[config.mk]
export PLATFORM = sky130hd
export DESIGN_NAME = alu_op_decoder
export DESIGN_NICKNAME = d
export VERILOG_FILES = /design/src/rtl/alu_op_decoder.sv
export SDC_FILE = /design/constraint.sdc
export NUM_CORES = 1
export LEC_CHECK = 0
export BUFFER_PORTS_ARGS = -buffer_cell sky130_fd_sc_hd__clkbuf_2
export CORE_MARGIN = 2
export CORE_UTILIZATION = 35
export DETAILED_ROUTE_END_ITERATION = 6
export GPL_ROUTABILITY_DRIVEN = 1
export GPL_TIMING_DRIVEN = 1
export PLACE_DENSITY = 0.58
export RECOVER_POWER = 100
export SETUP_SLACK_MARGIN = 0.5
export SYNTH_ARGS = -nofsm -noshare
export SYNTH_HDL_FRONTEND = slang
export SYNTH_SLANG_ARGS = --single-unit
[constraint.sdc]
create_clock -name clk -period 4.8 [get_ports clk]
set_input_delay 0.96 -clock clk [delete_from_list [all_inputs] [get_ports clk]]
set_output_delay 0.96 -clock clk [all_outputs]
set_load 0.05 [all_outputs]
[src/rtl/alu_op_decoder.sv]
// RV32I integer-ALU decode/issue stage: decodes an instruction into an ALU operation and issues
// it through a two-entry skid buffer (output register + skid register) with valid/ready on both sides.
module alu_op_decoder #(
    parameter int unsigned XLEN = 32
) (
    input  logic            clk,
    input  logic            rst,
    input  logic            flush,
    input  logic            in_valid,
    output logic            in_ready,
    input  logic [31:0]     instr,
    input  logic [XLEN-1:0] pc,
    input  logic [XLEN-1:0] rs1_data,
    input  logic [XLEN-1:0] rs2_data,
    output logic            out_valid,
    input  logic            out_ready,
    output logic [3:0]      alu_control,
    output logic [XLEN-1:0] inp1,
    output logic [XLEN-1:0] inp2,
    output logic [4:0]      rd,
    output logic            reg_write,
    output logic            illegal
);

    localparam logic [6:0] OpcReg   = 7'b0110011;
    localparam logic [6:0] OpcImm   = 7'b0010011;
    localparam logic [6:0] OpcLui   = 7'b0110111;
    localparam logic [6:0] OpcAuipc = 7'b0010111;

    localparam logic [6:0] F7Base = 7'b0000000;
    localparam logic [6:0] F7Alt  = 7'b0100000;

    localparam logic [3:0] AluAdd  = 4'd0;
    localparam logic [3:0] AluSub  = 4'd1;
    localparam logic [3:0] AluAnd  = 4'd2;
    localparam logic [3:0] AluOr   = 4'd3;
    localparam logic [3:0] AluXor  = 4'd4;
    localparam logic [3:0] AluShl  = 4'd5;
    localparam logic [3:0] AluShr  = 4'd6;
    localparam logic [3:0] AluSra  = 4'd7;
    localparam logic [3:0] AluSltu = 4'd8;
    localparam logic [3:0] AluSlt  = 4'd9;

    typedef struct packed {
        logic [3:0]      alu_control;
        logic [XLEN-1:0] inp1;
        logic [XLEN-1:0] inp2;
        logic [4:0]      rd;
        logic            reg_write;
        logic            illegal;
    } op_t;

    typedef enum logic [1:0] {
        StEmpty,
        StOne,
        StFull
    } state_e;

    // ------------------------------------------------------------------------
    // Decode
    // ------------------------------------------------------------------------
    logic [6:0]      opcode;
    logic [2:0]      funct3;
    logic [6:0]      funct7;
    logic [XLEN-1:0] imm_i;
    logic [XLEN-1:0] imm_u;
    logic [XLEN-1:0] shamt;

    assign opcode = instr[6:0];
    assign funct3 = instr[14:12];
    assign funct7 = instr[31:25];
    assign imm_i  = XLEN'($signed(instr[31:20]));
    assign imm_u  = XLEN'($signed({instr[31:12], 12'h000}));
    assign shamt  = XLEN'(instr[24:20]);

    logic            dec_legal;
    logic [3:0]      dec_alu;
    logic [XLEN-1:0] dec_inp1;
    logic [XLEN-1:0] dec_inp2;
    op_t             dec_op;

    always_comb begin
        dec_legal = 1'b0;
        dec_alu   = AluAdd;
        dec_inp1  = '0;
        dec_inp2  = '0;
        case (opcode)
            OpcReg: begin
                dec_inp1 = rs1_data;
                dec_inp2 = rs2_data;
                if (funct7 == F7Base) begin
                    dec_legal = 1'b1;
                    case (funct3)
                        3'b000:  dec_alu = AluAdd;
                        3'b001:  dec_alu = AluShl;
                        3'b010:  dec_alu = AluSlt;
                        3'b011:  dec_alu = AluSltu;
                        3'b100:  dec_alu = AluXor;
                        3'b101:  dec_alu = AluShr;
                        3'b110:  dec_alu = AluOr;
                        default: dec_alu = AluAnd;
                    endcase
                end else if (funct7 == F7Alt && funct3 == 3'b000) begin
                    dec_legal = 1'b1;
                    dec_alu   = AluSub;
                end else if (funct7 == F7Alt && funct3 == 3'b101) begin
                    dec_legal = 1'b1;
                    dec_alu   = AluSra;
                end
            end
            OpcImm: begin
                dec_inp1 = rs1_data;
                dec_inp2 = imm_i;
                case (funct3)
                    3'b000: begin dec_legal = 1'b1; dec_alu = AluAdd;  end
                    3'b010: begin dec_legal = 1'b1; dec_alu = AluSlt;  end
                    3'b011: begin dec_legal = 1'b1; dec_alu = AluSltu; end
                    3'b100: begin dec_legal = 1'b1; dec_alu = AluXor;  end
                    3'b110: begin dec_legal = 1'b1; dec_alu = AluOr;   end
                    3'b111: begin dec_legal = 1'b1; dec_alu = AluAnd;  end
                    3'b001: begin
                        dec_inp2  = shamt;
                        dec_legal = (funct7 == F7Base);
                        dec_alu   = AluShl;
                    end
                    default: begin
                        dec_inp2  = shamt;
                        dec_legal = (funct7 == F7Base) || (funct7 == F7Alt);
                        dec_alu   = (funct7 == F7Alt) ? AluSra : AluShr;
                    end
                endcase
            end
            OpcLui: begin
                dec_legal = 1'b1;
                dec_inp2  = imm_u;
            end
            OpcAuipc: begin
                dec_legal = 1'b1;
                dec_inp1  = pc;
                dec_inp2  = imm_u;
            end
            default: dec_legal = 1'b0;
        endcase
    end

    // Illegal words still travel down the pipe, but as a harmless ADD with no write-back.
    always_comb begin
        dec_op = '0;
        if (dec_legal) begin
            dec_op.alu_control = dec_alu;
            dec_op.inp1        = dec_inp1;
            dec_op.inp2        = dec_inp2;
            dec_op.rd          = instr[11:7];
            dec_op.reg_write   = (instr[11:7] != 5'd0);
        end else begin
            dec_op.illegal = 1'b1;
        end
    end

    // ------------------------------------------------------------------------
    // Skid-buffer control FSM
    // ------------------------------------------------------------------------
    state_e state_q, state_d;
    logic   in_ready_q, in_ready_d;
    logic   accept, consume;
    logic   load_out_new, load_out_skid, load_skid;

    assign accept  = in_valid & in_ready_q;
    assign consume = out_valid & out_ready;

    always_ff @(posedge clk or posedge rst) begin
        if (rst) begin
            state_q    <= StEmpty;
            in_ready_q <= 1'b1;
        end else begin
            state_q    <= state_d;
            in_ready_q <= in_ready_d;
        end
    end

    always_comb begin
        state_d       = state_q;
        load_out_new  = 1'b0;
        load_out_skid = 1'b0;
        load_skid     = 1'b0;
        if (flush) begin
            state_d = StEmpty;
        end else begin
            case (state_q)
                StEmpty: begin
                    if (accept) begin
                        state_d      = StOne;
                        load_out_new = 1'b1;
                    end
                end
                StOne: begin
                    if (accept && consume) begin
                        load_out_new = 1'b1;
                    end else if (accept) begin
                        state_d   = StFull;
                        load_skid = 1'b1;
                    end else if (consume) begin
                        state_d = StEmpty;
                    end
                end
                StFull: begin
                    if (consume) begin
                        state_d       = StOne;
                        load_out_skid = 1'b1;
                    end
                end
                default: state_d = StEmpty;
            endcase
        end
        // Registered ready: depends only on where the buffer will be, never on out_ready now.
        in_ready_d = (state_d != StFull);
    end

    // ------------------------------------------------------------------------
    // Buffer registers and outputs
    // ------------------------------------------------------------------------
    op_t out_q;
    op_t skid_q;

    always_ff @(posedge clk or posedge rst) begin
        if (rst) begin
            out_q  <= '0;
            skid_q <= '0;
        end else begin
            if (load_out_new) begin
                out_q <= dec_op;
            end else if (load_out_skid) begin
                out_q <= skid_q;
            end
            if (load_skid) begin
                skid_q <= dec_op;
            end
        end
    end

    always_comb begin
        out_valid   = (state_q != StEmpty);
        in_ready    = in_ready_q;
        alu_control = out_q.alu_control;
        inp1        = out_q.inp1;
        inp2        = out_q.inp2;
        rd          = out_q.rd;
        reg_write   = out_q.reg_write;
        illegal     = out_q.illegal;
    end

endmodule

==> flow_results.org, run 1 <==
** Status
- The final reports fail on max-capacitance violations, max-slew violations.
- The run finished, with violations left.

** STA
- The number of max-slew violations in the final report is 70.
- After layout, the minimum clock period comes to 3860 ps.
- For the pin with the worst max-slew slack, the measured transition is 1720 ps.
- The number of failing hold endpoints at the final stage came to 0.
- Post-route worst setup slack :: 938 ps
- Setup repair after global routing missed its margin :: no
- Final-layout setup total negative slack :: 0 ps
- Worst Clk Skew :: 5.83 ps
- Setup violations remaining at the end of the flow were counted as 0.
- Post-route clock period utilization :: 0.804
- Max-Slew Margin vs Limit :: -0.148
- The tightest hold path in the finished design has a slack of 478 ps.
- Derived from the worst setup path, the maximum achievable clock frequency is 259 MHz.

** Worst hold path
- Worst Hold Path Cells :: 2
- Source of the worst hold timing path :: skid_q[56]
- Hold path endpoint :: skid_q[56]
- The worst hold path belongs to the class register to register.

** Logic synthesis
- For this run, the number of Yosys warnings is 0.
- In this run the mean area of a mapped cell was 10.1 sq um.
- Summing every instance area after synthesis gives 7310 sq um.
- The number of nets handed over by synthesis was 854.
- The synthesized netlist contains 40 unique library cells.
- The synthesized design contains 153 register bits.
- Number of instances in the synthesized netlist :: 721
- dfrtp_1 takes more of the synthesized area than any other cell.
- Area share of the leading cell type in the synthesized netlist :: 0.520
- Largest cells by area after synthesis :: dfrtp_1 52%, a22oi_1 11%, o31ai_2 8.6%
- For this run, the register share of the synthesized area comes to 0.524.

** Detailed routing
- Dividing the detail-routed wire length by the instance count gives 18.4 um.
- In this run the remaining antenna-violating nets after routing total 0.
- DRT iter0 DRCs :: 459
- Detailed-route via count :: 6239
- Residual DRC :: 0
- Detailed-route vias per instance :: 5.33
- The first detailed-routing pass took 5 iterations.
- Wires add up to 21600 um.

** Power
- P_leak :: 3.76 nW
- Sequential power share :: 0.446
- Of the total power, the share spent switching nets is 0.232.
- The share of total power dissipated in the clock network is 0.484.
- The internal power of the cells totals 2.25 mW.
- Sw Pwr :: 0.677 mW
- Power spread over the standard cell area amounts to 332 nW/um^2.
- The share of total power dissipated in combinational logic is 0.070.
- VDD sags by at most 0.000198 V.

** Placed design
- Buffers added on ports :: 209
- OpenSTA, run right after detailed placement, puts the worst setup slack at 1040 ps.
- Final weighted congestion in routability-driven placement :: 0.782
- Post-DP HPWL :: 14200 um

** Critical path
- In this design, the critical path's most frequently occurring cell is or3_1.
- The worst setup path is captured at a register.
- At the worst endpoint, the required time is 5090 ps.
- R2R Setup Slk :: 1830 ps
- STA puts the critical path data arrival time at 4150 ps.
- Largest driver fanout on the critical path :: 48
- Number of cells traversed by the worst register-to-register path :: 5
- In this run the critical register-to-register path is captured at inp2[6].
- Slowest cell on crit path :: a31o_1
- STA classifies the critical path startpoint as an input pin.
- The startpoint identified for the worst register-to-register timing path is state_q[0].
- The worst setup path is of the input pin to register kind.
- The critical path goes through clkbuf_2 > nand3b_1 > or3_1 > or3_1 > a31o_1 > buf_4 > o21ai_0.
- On the worst path, the slowest cell contributes a delay of 1260 ps.

** Layout
- Summing all multi-input logic gate instances after layout gives 2940 sq um.
- The area growth from synthesis to layout is 20.4%.
- The library cell used most frequently in the layout, excluding fill and tap cells, is dfrtp_1.
- At the end of the flow, the number of nets in the layout was 1022.
- Number of fill cells in the layout :: 2042
- Ant diodes :: 0
- Of the cells placed in the final design, the portion with a size suffix greater than 1 is 0.219.
- In the final layout, flip-flops and latches occupy 3830 sq um.
- In the layout the commonest cells are 152 x dfrtp_1, 130 x clkbuf_2, 125 x nand2_1.
- Once layout is complete, the utilization of the core stands at 0.432.

** Global route
- For this run, the total global-route usage over all layers was measured as 0.198.
- Vias in the first global route :: 6023
- Global-route congestion overflow total :: 0
- First-pass GRT wire length :: 34200 um
- Entering global routing, the biggest net connects 154 pins.
- The initial antenna violation count is 0.

** Floorplanning
- Die area :: 22100 sq um
- Ports :: 210
- Die W :: 149 um
- The core region is 20400 sq um.
- The initial utilization of the core area, before any placement, comes to 0.359.
- From bottom edge to top edge, the die measures 149 um.
- Number of rows in the core area :: 52

** Clock network
- CTS built an H-tree with a depth of 4.
- Number of hold-repair buffers added at the cts stage :: 0
- Clock latency on the worst-skew pair, taken at its later pin, is 420 ps.
- The number of gates resized after CTS was 0.
- Number of setup buffers added after CTS :: 0
- Counting along the longest clock path gives a buffer depth of 2.
- Clock tree from TritonCTS :: done
- Counting the buffers created by CTS gives 17.
- After clock tree synthesis, the clock-pin slew on the worst setup and hold paths is 60 ps.
- The clock drives 153 sinks.
- Clock Root Buffer :: clkbuf_16

** Job
- Max-cap viol count :: 2
worst max-delay path by stage:
| stage | from | end | slack, ps | cells after the start |
|---|---|---|---|---|
| floorplan | rst | alu_control[0] | 1910 | 1 |
| CTS | instr[6] | skid_q[38] | 1490 | 7 |
| finish | instr[3] | inp2[6] | 940 | 7 |
| global placement | instr[6] | skid_q[38] | 1120 | 7 |
| detailed placement | instr[6] | skid_q[38] | 1040 | 7 |
| global route | instr[3] | inp2[7] | 660 | 7 |
worst max-delay path, delay by kind of cell:
kind,cells,cell delay (ps)
compound gates,2,1400
buf+inv,2,550
simple gates,3,1210
logic make-up after synthesis:
| group | share of synthesized area |
|---|---|
| AO/OA/AOI/OAI | 0.313 |
| flip-flops | 0.524 |
| adder cells (fa/ha/maj) | 0.00137 |
| AND/OR/NAND/NOR | 0.0979 |
| multiplexers | 0.0122 |
| XOR/XNOR | 0.00359 |
| buffers and inverters | 0.0484 |
registers in the layout, indices dropped and copies added (netlist names):
| name | cells |
|---|---|
| alu_control | 4 |
| illegal | 1 |
| in_ready | 1 |
| inp1 | 32 |
| inp2 | 32 |
| rd | 5 |
| reg_write | 1 |
| skid_q | 75 |
| state_q | 2 |
metrics by stage:
| step | instances | power (mW) | instance area, sq um |
|---|---|---|---|
| final | 1170 | 2.92 | 8800 |
| after global routing | 1170 | 3.04 | 8800 |
| after CTS | 1170 | 2.96 | 9130 |
| after detailed placement | 1140 | 1.54 | 8510 |
| after global placement | 1140 | 1.54 | 8510 |
| after floorplan | 721 | 1.44 | 7310 |
layer usage:
metal  share of wire  track usage  vias to the layer above
met4           0.015       0.0600                        0
li1                -            -                     2989
met5               0            0                        -
met2            0.45        0.304                      252
met1            0.46        0.277                     2977
met3           0.073       0.0521                       21
synthesized netlist by cell type:
library cell / count
nand3b_4: 1
o21a_1: 1
xnor2_1: 1
o31ai_1: 24
or2_2: 1
buf_6: 6
nand2_1: 125
nand2b_1: 5
o2111ai_1: 1
o31ai_2: 50
a211oi_1: 2
or3_1: 5
nor2b_1: 3
inv_1: 8
mux2_2: 7
nand3_1: 1
a311o_1: 1
a31oi_1: 1
dfrtp_1: 152
a22oi_1: 104
nand4_1: 2
buf_1: 2
a21oi_1: 43
clkbuf_1: 61
a31o_2: 1
nor3_1: 4
nor4_1: 1
nor2_1: 7
maj3_1: 1
a2bb2oi_1: 1
xor2_1: 2
a211o_1: 1
mux2i_1: 1
o21ai_0: 82
buf_2: 4
and3_4: 1
dfstp_2: 1
nand3b_1: 4
nand4b_1: 2
nor3_2: 1
layout make-up:
cell class | count | share of cell area
tap | 270 | 0.0384
timing repair buffer | 222 | 0.120
multi-input combinational | 487 | 0.333
sequential | 153 | 0.435
inverter | 8 | 0.00355
clock buffer | 19 | 0.0503
clock inverter | 11 | 0.0198
power by group through the flow:
| stage | clock network [mW] | registers (mW) | logic (mW) |
|---|---|---|---|
| 2_1_floorplan | 0 | 1.34 | 0.103 |
| 3_3_place_gp | 0 | 1.33 | 0.212 |
| 3_5_place_dp | 0 | 1.33 | 0.213 |
| 4_1_cts | 1.45 | 1.30 | 0.214 |
| 5_1_grt | 1.51 | 1.30 | 0.227 |
| 6_report | 1.42 | 1.30 | 0.204 |
(Power assumes the default switching activity.)
==> inputs of run 2 (changes only) <==
==> constraint.sdc (replaced) <==
create_clock -name clk -period 3.11 [get_ports clk]
set_input_delay 0.622 -clock clk [delete_from_list [all_inputs] [get_ports clk]]
set_output_delay 0.622 -clock clk [all_outputs]
set_load 0.05 [all_outputs]
==> run 2 against run 1 <==
Net effect: the run still ends with max-capacitance violations, max-slew violations left; first-iteration DRC count shrank 16%; clock skew is 6.4 ps higher; clock-buffer cell count up 2; final area increased by 1.6%; critical path depth is 1 lower; cell count up 1.0%; register-to-register slack worse by 1100 ps; global-route usage shrank 0.18 points; flip-flop and latch count unchanged; critical path type unchanged; highest routed layer unchanged.
==> flow_results.org, run 2 (same netlist as run 1, synthesis figures left out) <==
** Power
- Fraction of power spent switching nets :: 0.231
- Cell internal power was estimated by the tool at 3.50 mW.
- Sw Pwr :: 1.05 mW
- The worst-case IR drop observed on VDD is 0.000314 V.
- Of the total power, the clock network draws 0.487.
- Fraction of power consumed by combinational cells :: 0.071
- The analysis attributes to cell leakage a power of 3.84 nW.
- Ratio of total power to cell area :: 509 nW/um^2
- Of the total power, registers draw 0.441.

** STA
- Of the available clock period, the critical path in the final layout requires 0.795.
- Post-layout min period :: 2470 ps
- Final setup violating endpoints :: 0
- Summed over all failing endpoints, the final setup total negative slack is 0 ps.
- Post-route worst setup slack :: 638 ps
- Timing would allow up to 405 MHz.
- Slew at the pin with the worst max-slew slack :: 1590 ps
- On the final layout, the worst hold slack is 262 ps.
- Setup repair after global routing missed its margin :: no
- Max-Slew Margin vs Limit :: -0.0622
- The number of failing hold endpoints at the final stage is 0.
- The number of max-slew violations in the final report is 30.
- Across the routed clock network, the largest skew measured is 12.2 ps.

** Status
- Result of the run :: finished, violations left
- Failing checks :: max-capacitance violations, max-slew violations

** Critical path
- For the worst setup path, the data required time is 3450 ps.
- For this run, the slowest stage of the critical path takes 840 ps.
- STA classifies the critical path endpoint as a register.
- Worst-path cell chain :: clkbuf_2 > nand3b_1 > nor3_1 > clkbuf_2 > a22oi_1 > o31ai_1
- Startpoint-to-endpoint class of the critical path :: input pin to register
- Data arrival at the endpoint of the critical path :: 2810 ps
- Largest driver fanout on the critical path :: 45
- R2R Setup Slk :: 710 ps
- In this design, the critical path's most frequently occurring cell is clkbuf_2.
- Type of origin of the critical path :: input pin
- Slowest cell on crit path :: clkbuf_2

** Clock network
- # resized after CTS :: 0
- The clock reaches the later pin of the worst-skew pair after 430 ps.
- Clock tree from TritonCTS :: done
- Clock tree synthesis found a total of 153 sinks.
- In this run the number of H-tree levels came out at 4.
- Clock Root Buffer :: clkbuf_16
- Number of hold-repair buffers added at the cts stage :: 0
- Once the clock tree was built, the setup fixing pass inserted 0 buffers.
- Clock transition time at the flip-flop clock pins of the worst setup and hold paths :: 60 ps
- In this run, CTS created clock tree buffers numbering 17.
- Maximum count of clock buffers along a single path :: 2

** Layout
- Compared with the post-synthesis result, the final layout area differs by 22.4%.
- Leaving out fill and tap cells, the most frequent cells in the layout are 152 x dfrtp_1, 134 x clkbuf_2, 125 x nand2_1.
- Commonest non-fill, non-tap cell in the layout :: dfrtp_1
- The register with the most flip-flops in the layout has 75 of them.
- Measured on the finished design, the core utilization comes to 0.439.
- The repair_antennas step left the layout with diodes totalling 0.
- Of the cells placed in the final design, the portion with a size suffix greater than 1 is 0.229.
- The net count of the finished layout is 1033.
- Leaving out filler cells and counting taps, the final layout contains 1182.
- Largest register by flop count :: skid_q

** Floorplanning
- The die is 149 um wide.
- Ports :: 210
- The region available for standard cell placement spans 20400 sq um.
- Initial Util :: 0.359
- The floorplan step defined a die boundary enclosing 22100 sq um.
- The die is 149 um tall.
- Number of rows in the core area :: 52

** Detailed routing
- ANT nets after route :: 0
- Overall routed net length :: 21700 um
- In the routed design, unresolved DRC markers number 0.
- The first detailed-routing pass took 5 iterations.
- Routed wire length per instance :: 18.4 um
- DRT iter0 DRCs :: 386
- Using the TritonRoute via totals, the vias-per-cell ratio works out to 5.30.
- Across all layers, the routed design uses 6265 vias.

** Worst hold path
- The worst hold path belongs to the class input pin to async pin.

** Placed design
- After detailed placement, the design holds a cell count of 1151.
- Post-DP HPWL :: 14800 um
- Buffers placed on the I/O ports in this run total 209.
- Post-placement worst setup slack :: 510 ps
- Final weighted congestion in routability-driven placement :: 0.818

** Global route
- The first global-routing pass estimated 33700 um of wire.
- In the global route stage, overall resource usage came out at 0.197.
- Entering global routing, the biggest net connects 69 pins.
- Antenna violations before repair :: 0
- The via count of the first global-routing pass was 6047.
- Global-route congestion overflow total :: 0

** Job
- Max-cap viol count :: 1
==> run 2: cell types whose count changed in the layout (fill, tap and decap cells not counted), moves of 2 or more <==
cell,delta
buf_12,+4
clkbuf_2,+4
o31ai_1,-4
o31ai_2,+4
clkbuf_1,+3
clkinvlp_4,-2
==> run 2: worst paths after layout <==
check                           start    endpoint  cells past startpoint
setup / recovery             instr[3]  skid_q[62]                      6
setup reg to reg             in_ready    inp2[27]                      6
hold / removal                    rst    inp1[30]                      2
max in group asynchronous         rst  skid_q[20]                      3
min in group clk                flush  state_q[0]                      2
hold reg to reg            skid_q[72]  skid_q[72]                      2
==> run 2: power by group through the flow <==
stage	Sequential, mW	Clock, mW	Combinational, mW
2_1_floorplan	2.06	0	0.159
3_3_place_gp	2.05	0	0.343
3_5_place_dp	2.05	0	0.343
4_1_cts	2.01	2.26	0.344
5_1_grt	2.01	2.34	0.360
6_report	2.01	2.22	0.325
==> run 2: layer usage <==
metal / GRT usage / vias up / wire length (um)
met4: 0.0500 / 0 / 191
met2: 0.315 / 228 / 10100
met3: 0.0521 / 14 / 1650
li1: - / 3015 / -
met1: 0.266 / 3008 / 9790
met5: 0 / - / 0
==> run 2: stage by stage <==
| stage | instance area [sq um] | power (mW) |
|---|---|---|
| floorplan | 7310 | 2.22 |
| global placement | 8670 | 2.39 |
| CTS | 9300 | 4.61 |
| global route | 8940 | 4.71 |
| detailed placement | 8670 | 2.39 |
| finish | 8940 | 4.55 |
==> run 2: final cells by class <==
type	count	area (sq um)
fill	2077	11400
clock inverter	10	168
clock buffer	21	460
timing repair buffer	233	1170
inverter	8	31.3
sequential	153	3830
tap	270	338
multi-input combinational	487	2950
==> run 2: worst max-delay path, delay by kind of cell <==
family,cells,cell delay (ps)
and+or+nand+nor,2,690
buffers and inverters,2,910
AOI/OAI and AO/OA,2,560
==> inputs of run 3 (changes only) <==
==> constraint.sdc (replaced) <==
create_clock -name clk -period 2.18 [get_ports clk]
set_input_delay 0.436 -clock clk [delete_from_list [all_inputs] [get_ports clk]]
set_output_delay 0.436 -clock clk [all_outputs]
set_load 0.05 [all_outputs]
==> run 3 against run 2 <==
Net effect: the run still ends with max-capacitance violations, max-slew violations left; final area up 11%; cell count up 3.6%; critical path depth up 1; routed wire length up 12%; critical path type unchanged; critical endpoint is now skid_q[24]; largest cell class unchanged; largest power group unchanged; highest routed layer unchanged.
==> flow_results.org, run 3 (same netlist as run 1, synthesis figures left out) <==
** Power
- The completed layout was analyzed and its total power is 6.52 mW.
- The analysis attributes to cell leakage a power of 4.26 nW.
- Peak VDD IR :: 0.000454 V
- Power spread over the standard cell area amounts to 659 nW/um^2.

** Critical path
- STA classifies the critical path endpoint as a register.
- Slowest cell on crit path :: or3_1
- Data arrival at the endpoint of the critical path :: 2320 ps
- Family with the most delay on the worst path :: simple AND/OR/NAND/NOR gates
- Critical Path Max Stage Delay :: 420 ps
- Required time at the worst-slack endpoint :: 2510 ps
- STA classifies the critical path startpoint as an input pin.
- Critical path's most frequent cell :: clkbuf_2
- Worst-path cell chain :: clkbuf_2 > nand3b_4 > or3_1 > or3_4 > and3_4 > clkbuf_2 > o31ai_1
- Largest driver fanout on the critical path :: 10
- The number of buffers and inverters on the critical path is 2.
- The setup path with the least slack is of type input pin to register.

** STA
- Fmax :: 504 MHz
- Of the available clock period, the critical path in the final layout requires 0.911.
- The number of max-slew violations in the final report is 30.
- Slew at the pin with the worst max-slew slack :: 1620 ps
- Setup violations remaining at the end of the flow were counted as 0.
- Measured against its own limit, the worst slew margin works out to -0.0828.
- Worst Clk Skew :: 10.6 ps
- Setup repair after global routing could not meet its margin everywhere.
- Number of endpoints with negative hold slack in the final report :: 0
- Post-layout min period :: 1990 ps

** Global route
- Antenna violations before repair :: 0
- First-pass GRT wire length :: 35300 um
- Total track usage :: 0.205
- Vias in the first global route :: 6400
- Global-route congestion overflow total :: 0
- Pin count of the biggest net entering global routing :: 91

** Detailed routing
- In this run, the number of DRC markers left after iteration 0 of detailed routing was 300.
- In the routed design, unresolved DRC markers number 0.
- Drt pass-1 iters :: 7
- Detailed-route vias per instance :: 5.41
- The detail route stage leaves a number of antenna-violating nets equal to 0.
- For this block, the routed nets add up to 24400 um of wire.
- Dividing the detail-routed wire length by the instance count gives 19.9 um.
- Detailed routing inserted a total of 6627 vias.

** Clock network
- TritonCTS Sinks :: 153
- After clock tree synthesis, the clock-pin slew on the worst setup and hold paths is 60 ps.
- Clock Root Buffer :: clkbuf_16
- Number of levels in the clock H-tree :: 4
- Clock tree synthesis inserted a total of 17 buffers.
- Maximum count of clock buffers along a single path :: 2
- Clock tree from TritonCTS :: done
- For the worst-skew pair, the clock arrives at the later sink with an insertion delay of 420 ps.
- For this design, the CTS-stage hold fixing added 0 buffers.

** Layout
- The register with the most flip-flops in the layout has 75 of them.
- For this run, the share of the core covered by cells in the final layout is 0.486.
- Leaving out fill and tap cells, the most frequent cell in the layout is dfrtp_1.
- Top library cells by usage in the layout, fill and taps aside :: 152 x dfrtp_1, 132 x clkbuf_2, 121 x nand2_1
- The net count of the finished layout is 1075.
- Ant diodes :: 0
- Ranked by flip-flop count, first place goes to skid_q.
- Relative to the synthesized area, the layout overhead comes to 35.4%.
- After filler insertion, the fill cell instance count of the layout stands at 1961.
- In the final layout, the share of cells above drive strength 1 is 0.316.

** Floorplanning
- Die area :: 22100 sq um
- In this run the horizontal extent of the chip is 149 um.
- 210 I/O pins were placed.
- Floorplan die height :: 149 um
- The initial utilization of the core area, before any placement, comes to 0.359.
- The floorplan has 52 rows.
- The total area inside the core boundary comes to 20400 sq um.

** Worst hold path
- Min-delay worst type :: input pin to register

** Placed design
- Final weighted congestion in routability-driven placement :: 0.812
- Buffers added on ports :: 209
- Post-DP HPWL :: 14900 um

** Job
- Max-cap viol count :: 1

** Status
- Result of the run :: finished, violations left
- The checks that failed: max-capacitance violations, max-slew violations.
run 3: changes by cell type in the layout (fill, tap and decap cells not counted), moves of 4 or more:
| cell | change |
|---|---|
| o21ai_0 | -65 |
| o21ai_1 | +53 |
| buf_12 | +6 |
| o31ai_2 | +19 |
| o31ai_1 | -24 |
| buf_4 | +15 |
| clkbuf_16 | +9 |
| o31ai_4 | +5 |
| nand2_1 | -4 |
| o21ai_2 | +12 |
| buf_6 | +5 |
run 3: layout make-up:
cell class / count / area [sq um] / share of cell area
clock buffers: 20 / 457 / 0.0461
flip-flops and latches: 153 / 3830 / 0.387
multi-input cells: 488 / 3240 / 0.328
repair buffers: 274 / 1830 / 0.185
well taps: 270 / 338 / 0.0341
inverters: 8 / 31.3 / 0.00316
clock inverters: 12 / 164 / 0.0166
run 3: routing by layer:
metal | share of wire | routed length, um | up-vias | track usage
met5 | 0 | 0 | - | 0
met4 | 0.017 | 421 | 0 | 0.0638
met3 | 0.061 | 1490 | 26 | 0.0531
met2 | 0.48 | 11600 | 216 | 0.330
met1 | 0.44 | 10800 | 3268 | 0.273
li1 | - | - | 3117 | -
run 3: power by group:
| group | total, mW | switching [mW] | leakage, nW | internal [mW] |
|---|---|---|---|---|
| Combinational | 0.543 | 0.330 | 1.83 | 0.213 |
| Clock | 3.11 | 1.23 | 0.301 | 1.88 |
| Sequential | 2.87 | 0.0110 | 2.12 | 2.86 |
run 3: final timing paths:
path / start / endpoint / slack, ps / depth (start not counted)
setup / recovery: instr[3] / skid_q[24] / 190 / 7
hold / removal: flush / state_q[0] / 270 / 2
setup reg to reg: in_ready / inp1[26] / 230 / 5
hold reg to reg: skid_q[59] / skid_q[59] / 480 / 2
max in group asynchronous: rst / rd[2] / 600 / 3
min in group asynchronous: rst / skid_q[50] / 310 / 3
run 3: timing repair:
item / in CTS / in global routing
endpoints found under the setup margin: 149 / 151
gates cloned: 3 / 14
pin swaps: 5 / 8
setup buffers: 3 / 4
hold endpoints to repair: 0 / 0
resized for setup: 28 / 61
run 3: stage by stage:
step           worst slack [ps]  TNS [ps]  cells  instance area (sq um)  hold WS, ps
2_1_floorplan              -186    -28290    721                   7470          443
3_3_place_gp               -217    -23820   1169                   8890          460
3_5_place_dp               -273    -27170   1169                   8890          467
4_1_cts                     405         0   1207                   9740          156
5_1_grt                     148         0   1225                   9900          267
6_report                    195         0   1225                   9900          269
